**config.mk**
```make
export PLATFORM = sky130hd
export DESIGN_NAME = br_wb_arbiter
export DESIGN_NICKNAME = d
export VERILOG_FILES = /design/src/rtl/br_wb_arbiter.sv
export SDC_FILE = /design/constraint.sdc
export NUM_CORES = 1
export LEC_CHECK = 0
export ABC_AREA = 0
export CAP_MARGIN = 20
export CORE_MARGIN = 2
export CORE_UTILIZATION = 41
export DETAILED_ROUTE_END_ITERATION = 10
export PLACE_DENSITY = 0.8
export SKIP_CTS_REPAIR_TIMING = 1
export SLEW_MARGIN = 0
export SYNTH_ARGS = -nofsm -noshare
export SYNTH_HDL_FRONTEND = slang
export SYNTH_SLANG_ARGS = --single-unit
```
**constraint.sdc**
```tcl
create_clock -name clk -period 2.7 [get_ports clk]
set_clock_uncertainty 0.05 [all_clocks]
set_input_delay 0.54 -clock clk [delete_from_list [all_inputs] [get_ports clk]]
set_output_delay 0.54 -clock clk [all_outputs]
set_load 0.02 [all_outputs]
```
**src/rtl/br_wb_arbiter.sv**
```systemverilog
// Write-port arbiter and pending-register scoreboard for the register bank.
// P0 (pipeline write-back) normally wins the single write port. P1 (a
// multi-cycle unit) takes the port when P0 is idle, or by force after
// MAX_WAIT consecutive blocked cycles. The port is driven from registers,
// one cycle after acceptance. The pending vector marks registers whose P1
// result is still in flight.
module br_wb_arbiter #(
  parameter int N        = 32,
  parameter int MAX_WAIT = 4
) (
  input  logic          clk,
  input  logic          reset,
  input  logic          p0_valid,
  output logic          p0_ready,
  input  logic [4:0]    p0_rd,
  input  logic [N-1:0]  p0_data,
  input  logic          p1_valid,
  output logic          p1_ready,
  input  logic [4:0]    p1_rd,
  input  logic [N-1:0]  p1_data,
  input  logic          rsv_valid,
  input  logic [4:0]    rsv_rd,
  output logic          we,
  output logic [4:0]    a3,
  output logic [N-1:0]  wd3,
  output logic [31:0]   pending
);

  localparam logic [3:0] WaitMax = 4'(MAX_WAIT);

  logic [3:0]  wait_cnt;
  logic        src_p1;
  logic        force1;
  logic        p0_acc;
  logic        p1_acc;
  logic [31:0] pending_nxt;

  // Arbitration: P0 has priority unless P1 has waited MAX_WAIT cycles.
  always_comb begin
    force1   = (wait_cnt == WaitMax) && p1_valid;
    p0_ready = !force1;
    p1_ready = force1 || !p0_valid;
    p0_acc   = p0_valid && p0_ready;
    p1_acc   = p1_valid && p1_ready;
  end

  // Starvation counter for a blocked P1 request, saturating at MAX_WAIT.
  always_ff @(posedge clk or posedge reset) begin
    if (reset) begin
      wait_cnt <= '0;
    end else if (!p1_valid || p1_acc) begin
      wait_cnt <= '0;
    end else if (wait_cnt != WaitMax) begin
      wait_cnt <= wait_cnt + 4'd1;
    end
  end

  // Registered write port; x0 writes are accepted but never enable the bank,
  // and address/data only move when a real write is issued.
  always_ff @(posedge clk or posedge reset) begin
    if (reset) begin
      we     <= 1'b0;
      a3     <= '0;
      wd3    <= '0;
      src_p1 <= 1'b0;
    end else begin
      we     <= 1'b0;
      src_p1 <= 1'b0;
      if (p0_acc && p0_rd != 5'd0) begin
        we  <= 1'b1;
        a3  <= p0_rd;
        wd3 <= p0_data;
      end else if (p1_acc && p1_rd != 5'd0) begin
        we     <= 1'b1;
        a3     <= p1_rd;
        wd3    <= p1_data;
        src_p1 <= 1'b1;
      end
    end
  end

  // Next pending vector: a committing P1 write clears its bit, a reservation
  // sets one; applying the set last makes it win on a same-bit collision.
  always_comb begin
    pending_nxt = pending;
    if (we && src_p1) begin
      pending_nxt[a3] = 1'b0;
    end
    if (rsv_valid && rsv_rd != 5'd0) begin
      pending_nxt[rsv_rd] = 1'b1;
    end
  end

  // Pending register.
  always_ff @(posedge clk or posedge reset) begin
    if (reset) begin
      pending <= '0;
    end else begin
      pending <= pending_nxt;
    end
  end

endmodule
```
== After elaboration in Yosys (flattened, before gate mapping) ==
Index checks and enable logic that the tools add are counted.

* Flip-flop bits (word level): 75
* Input bits: 84
* Output and inout bits: 72
* Word-level logic and storage cells: 50

* Add/sub/neg operators: 1
* Magnitude comparators: 4
* Eq/ne operators: 2
* Muxes and demuxes: 15
* Bitwise gates (word level): 3
* Reduce and logical (&&, ||, !) cells: 19

{| class="wikitable"
|+ Operators with widths
! kind !! count
|-
| two-way mux 32 bit || 4
|-
| bitwise AND 32 bit || 1
|-
| inverter 32 bit || 1
|-
| bitwise OR 32 bit || 1
|-
| nonzero test 5 bit || 3
|-
| less-than comparator 5 x 6 -> 1 bit, second input constant || 2
|-
| demux 1 bit (select 5 bit) || 2
|-
| >= comparator 5 x 1 -> 1 bit, second input constant || 2
|-
| two-way mux 5 bit || 2
|-
| logical AND 1 bit || 9
|-
| two-way mux 4 bit || 2
|-
| two-way mux 1 bit || 5
|-
| adder 4 x 1 -> 4 bit, second input constant || 1
|-
| == test 4 x 3 -> 1 bit, second input constant || 1
|-
| inequality test 4 x 3 -> 1 bit, second input constant || 1
|-
| nonzero test 2 bit || 2
|-
| zero test 1 bit || 3
|-
| logical OR 1 bit || 2
|}

== Depth between registers and ports, before layout ==
* Depth in word-level cells: 9
* Mapped depth: 8
* Mapped depth without buffers: 7

== Worst setup path after synthesis ==
No wires, ideal clock.

* Path type: input port to output port
* Start: input port p1_valid
* End: output port p1_ready
* Arrival time: 1.690 ns
* Required time: 2.110 ns
* Slack: 0.420 ns
* Cell stages on the path: 5
* Path buffers: 2
* Cells stage by stage: buf_2 > nand4b_1 > and2_1 > buf_2 > inv_1

* Cells in the longest elaborated chain, start to end: 2

{| class="wikitable"
|+ Ends and longest elaborated chain
! item !! line !! source
|-
| start: declaration || 17 || <nowiki>input logic p1_valid,</nowiki>
|-
| logical AND 1 bit || 40 || <nowiki>force1 = (wait_cnt == WaitMax) && p1_valid;</nowiki>
|-
| logical OR 1 bit || 42 || <nowiki>p1_ready = force1 || !p0_valid;</nowiki>
|-
| end: declaration || 18 || <nowiki>output logic p1_ready,</nowiki>
|}

Every way passes these cells.

== Final worst setup path ==
* Start: register wait_cnt[0]
* End: output port p0_ready

* Cells in the longest elaborated chain, start to end: 3

{| class="wikitable"
|+ Ends and longest elaborated chain
! item !! line !! source
|-
| start: declaration || 31 || <nowiki>logic [3:0] wait_cnt;</nowiki>
|-
| start signal: assignment || 54 || <nowiki>wait_cnt <= wait_cnt + 4'd1;</nowiki>
|-
| == test 4 x 3 -> 1 bit || 40 ||
|-
| logical AND 1 bit || 40 ||
|-
| zero test 1 bit || 41 || <nowiki>p0_ready = !force1;</nowiki>
|-
| end: declaration || 14 || <nowiki>output logic p0_ready,</nowiki>
|}

Every way passes these cells.

==> flow_results.org <==
** Status
- Outcome :: finished clean

** Layout
- Compared with the post-synthesis result, the final layout area differs by 55.9%.
- Ant diodes :: 0
- The post-route netlist has 7.19% of its cells at a drive strength greater than 1.
- Total area of multi-input combinational cells :: 1220 µm²
- Once layout is complete, the utilization of the core stands at 66.7%.
- Nets :: 569
- Non-filler instance count after layout :: 589
- The filler cells instantiated in the layout total 626.
- Sequential cell area :: 1880 µm²

** Clock tree
- No sink is reached through more buffers than the 2 on the longest clock path.
- TritonCTS built the clock tree.
- The clock net in this run drives a total of 75 sinks.
- Source-to-sink clock delay at the later pin of the worst-skew pair :: 0.34 ns
- Clock input transition at the sequential cells of the worst setup and hold paths :: 0.07 ns
- TritonCTS Buffers :: 9
- The cell sitting at the root of the clock tree is a sky130_fd_sc_hd__clkbuf_8.
- H-tree level count :: 3

** Hold path
- The path with the worst hold slack has its endpoint at pending[0]$_DFF_PP0_.
- The worst hold path belongs to the class reg2reg.
- In this run the most critical hold path is launched from pending[0]$_DFF_PP0_.
- Counting instances, the worst hold path has a depth of 1.

** Logic synthesis
- In the synthesized netlist the dominant register cell turns out to be sky130_fd_sc_hd__dfrtp_1.
- Top cells by count, synth :: sky130_fd_sc_hd__dfrtp_1, sky130_fd_sc_hd__o21ai_0, sky130_fd_sc_hd__nor2_1
- Of all flip-flops after synthesis, the portion carrying an async set or reset was 100%.
- The number of nets handed over by synthesis was 408.
- Yosys mapped a number of flops with a built-in enable equal to 0.
- Yosys instantiated no cell more often than sky130_fd_sc_hd__dfrtp_1.
- Of the synthesized area, sequential elements account for 56.2%.
- After synthesis the netlist holds a flip-flop and latch count of 75.
- Share of Yosys cell area claimed by the top area cell type :: 56.2%
- Per-instance average area after synthesis :: 10.4 µm²
- The number of different library cells used by synthesis comes to 31.
- In the post-synthesis netlist, the biggest area contributors are sky130_fd_sc_hd__dfrtp_1, sky130_fd_sc_hd__a221o_1, sky130_fd_sc_hd__o21ai_0, sky130_fd_sc_hd__nor2_1, sky130_fd_sc_hd__inv_1.
- Library cell occupying the most area in the post-synthesis netlist :: sky130_fd_sc_hd__dfrtp_1
- Area of the mapped netlist :: 3340 µm²
- Count of synthesis-stage warnings from yosys :: 0
- Cells after Synth :: 322

** Timing
- The tightest hold path in the finished design has a slack of 0.447 ns.
- Final setup violation count :: 0
- The final count of pins violating max slew is 0.
- Tightest slew margin relative to the limit :: 47.4%
- Unrepaired setup endpoints after global routing :: false
- Final Hold Violating Endpoints :: 0
- Maximum operating frequency :: 398 MHz
- After layout, the worst setup slack is 0.189 ns.
- Measured slew at the worst slew-check pin :: 0.787 ns
- Total Negative Setup Slacks :: 0 ns
- Post-layout minimum cycle time :: 2.51 ns
- Post-route clock period utilization :: 93.0%

** Worst setup path
- The slowest stage of the critical path is the sky130_fd_sc_hd__clkdlybuf4s50_1 cell.
- Startpoint of the worst register-to-register path :: wait_cnt[0]$_DFFE_PP0P_
- Crit path kind :: reg2out
- The endpoint identified for the worst register-to-register timing path is wd3[26]$_DFFE_PP0P_.
- Maximum fanout along the worst path :: 4
- Worst r2r path cells :: 8
- STA puts the critical path data required time at 2.11 ns.
- STA classifies the critical path startpoint as a register.
- In this design, the stage delay of the slowest critical-path cell is 0.60 ns.
- R2R setup slack :: 0.73 ns
- Traced cell by cell, the critical path runs through inv_1 > ha_1 > nand4b_1 > buf_4 > clkdlybuf4s50_1.
- Data arrival time of the worst path :: 1.92 ns
- STA classifies the critical path endpoint as an output port.

** Drt
- Dividing the detail-routed wire length by the instance count gives 16.6 µm.
- Dividing the detail-routed via count by the number of cells gives 5.32.
- Met2 layer wire length in the routed design :: 4980 µm
- For this run, design rule violations remaining after detail routing come to 0.
- Detailed routing inserted a total of 3132 vias.
- After the first detailed-routing iteration, the DRC count stood at 179.
- In this run the remaining antenna-violating nets after routing total 0.
- The final layout contains routed wiring with a total length of 9800 µm.
- Signal routing reaches up to met4.
- The first detailed-routing pass ran for 4 iterations.
- The detailed router put a total of 3730 µm of wire on met1.
- Met3 WL :: 971 µm

** Global routing
- Entering global routing, the biggest net connects 45 pins.
- Antenna violations before repair :: 0
- Sum of overflow across all layers after global routing :: 0
- First-pass GRT wire length :: 15400 µm
- Overall Global Routing Usage :: 22.8%
- The via count of the first global-routing pass was 3137.

** Die
- Number of rows in the core area :: 32
- Chip height :: 94.3 µm
- In this run the horizontal extent of the chip is 94.3 µm.
- Once the floorplan was initialized, standard cells occupied 42.8% of the core.
- Die area :: 8880 µm²
- Core Footprint :: 7810 µm²
- In this run the count of I/O pins placed on the die edge is 156.

** Power and ir drop
- Summed over all cells, the static leakage comes to 0.00218 µW.
- For this design the ratio of total power to cell area is 616 nW/µm².
- Peak supply drop :: 321 µV

** Place
- Global placement routability congestion :: 0.881
- Number of I/O port buffers :: 155
- Before CTS, the worst setup slack after placement is 0.0317 ns.
- Post-placement cell count :: 574
- Post-detail-place hpwl :: 7420 µm

** Flow run
- Max capacitance violation total :: 0
## final cells by class
type	count	area share, %
flip-flops and latches	75	36.1
repair buffers	166	31.9
multi-input cells	194	23.4
inverters	37	2.67
well taps	102	2.45
clock buffers	9	2.38
clock inverters	6	1.11
## power by group
| part | leakage (µW) | internal [µW] | total, µW | switching, µW |
|---|---|---|---|---|
| logic | 0.00125 | 510 | 990 | 480 |
| clock network | 0.0000946 | 415 | 813 | 398 |
| registers | 0.000842 | 1290 | 1410 | 113 |
## worst max-delay path: cells and delay by family, from the launching register on
kind                       cells  cell delay, ns
buffers and inverters          3            0.83
DFF                            1            0.41
adders and majority gates      1            0.21
and+or+nand+nor                1            0.14
## how the worst max path moves through the flow
| stage | from | end | slack [ns] | cells past startpoint |
|---|---|---|---|---|
| finish | wait_cnt[0]$_DFFE_PP0P_ | p0_ready | 0.19 | 5 |
| global route | wait_cnt[0]$_DFFE_PP0P_ | p0_ready | 0.12 | 5 |
| CTS | p1_valid | p1_ready | 0.02 | 5 |
| detailed placement | p1_valid | p1_ready | 0.03 | 5 |
| global placement | p1_valid | p1_ready | 0.05 | 5 |
| floorplan | reset | a3[0]$_DFFE_PP0P_ | 0.20 | 1 |
## per-layer routing
layer / global-route usage, % / up-vias
met1: 25.3 / 1509
met3: 8.35 / 9
met5: 0 / -
li1: - / 1467
met4: 10.0 / 0
met2: 39.2 / 147
## through the flow
stage	power [µW]	instance area, µm²
floorplan	1850	3340
global placement	2390	5020
detailed placement	2420	5020
CTS	3230	5200
global route	3360	5200
finish	3210	5200
## registers in the layout, indices dropped and copies added, names as in the netlist
signal / cells
wd3: 32
we: 1
wait_cnt: 4
a3: 5
pending: 32
src_p1: 1
## logic make-up after synthesis
| kind of cell | after synthesis | synth area share (%) |
|---|---|---|
| AO/OA/AOI/OAI | 108 | 22.6 |
| AND/OR/NAND/NOR | 82 | 12.6 |
| flip-flops | 75 | 56.2 |
| buffers and inverters | 53 | 7.31 |
| XOR/XNOR | 2 | 0.525 |
| adder cells (fa/ha/maj) | 2 | 0.749 |
## cell usage in the layout, fill, tap and decap left out, types with 4 or more instances in the layout
master	instances
sky130_fd_sc_hd__nand4b_1	4
sky130_fd_sc_hd__clkinv_2	4
sky130_fd_sc_hd__nand3b_1	8
sky130_fd_sc_hd__a221o_1	34
sky130_fd_sc_hd__nand3_1	5
sky130_fd_sc_hd__nor2_1	43
sky130_fd_sc_hd__nand2_1	8
sky130_fd_sc_hd__clkbuf_8	9
sky130_fd_sc_hd__o21ai_0	63
sky130_fd_sc_hd__buf_4	9
sky130_fd_sc_hd__dfrtp_1	75
sky130_fd_sc_hd__clkdlybuf4s50_1	154
sky130_fd_sc_hd__inv_1	36
Note: power is estimated with default switching activity, not from simulation.
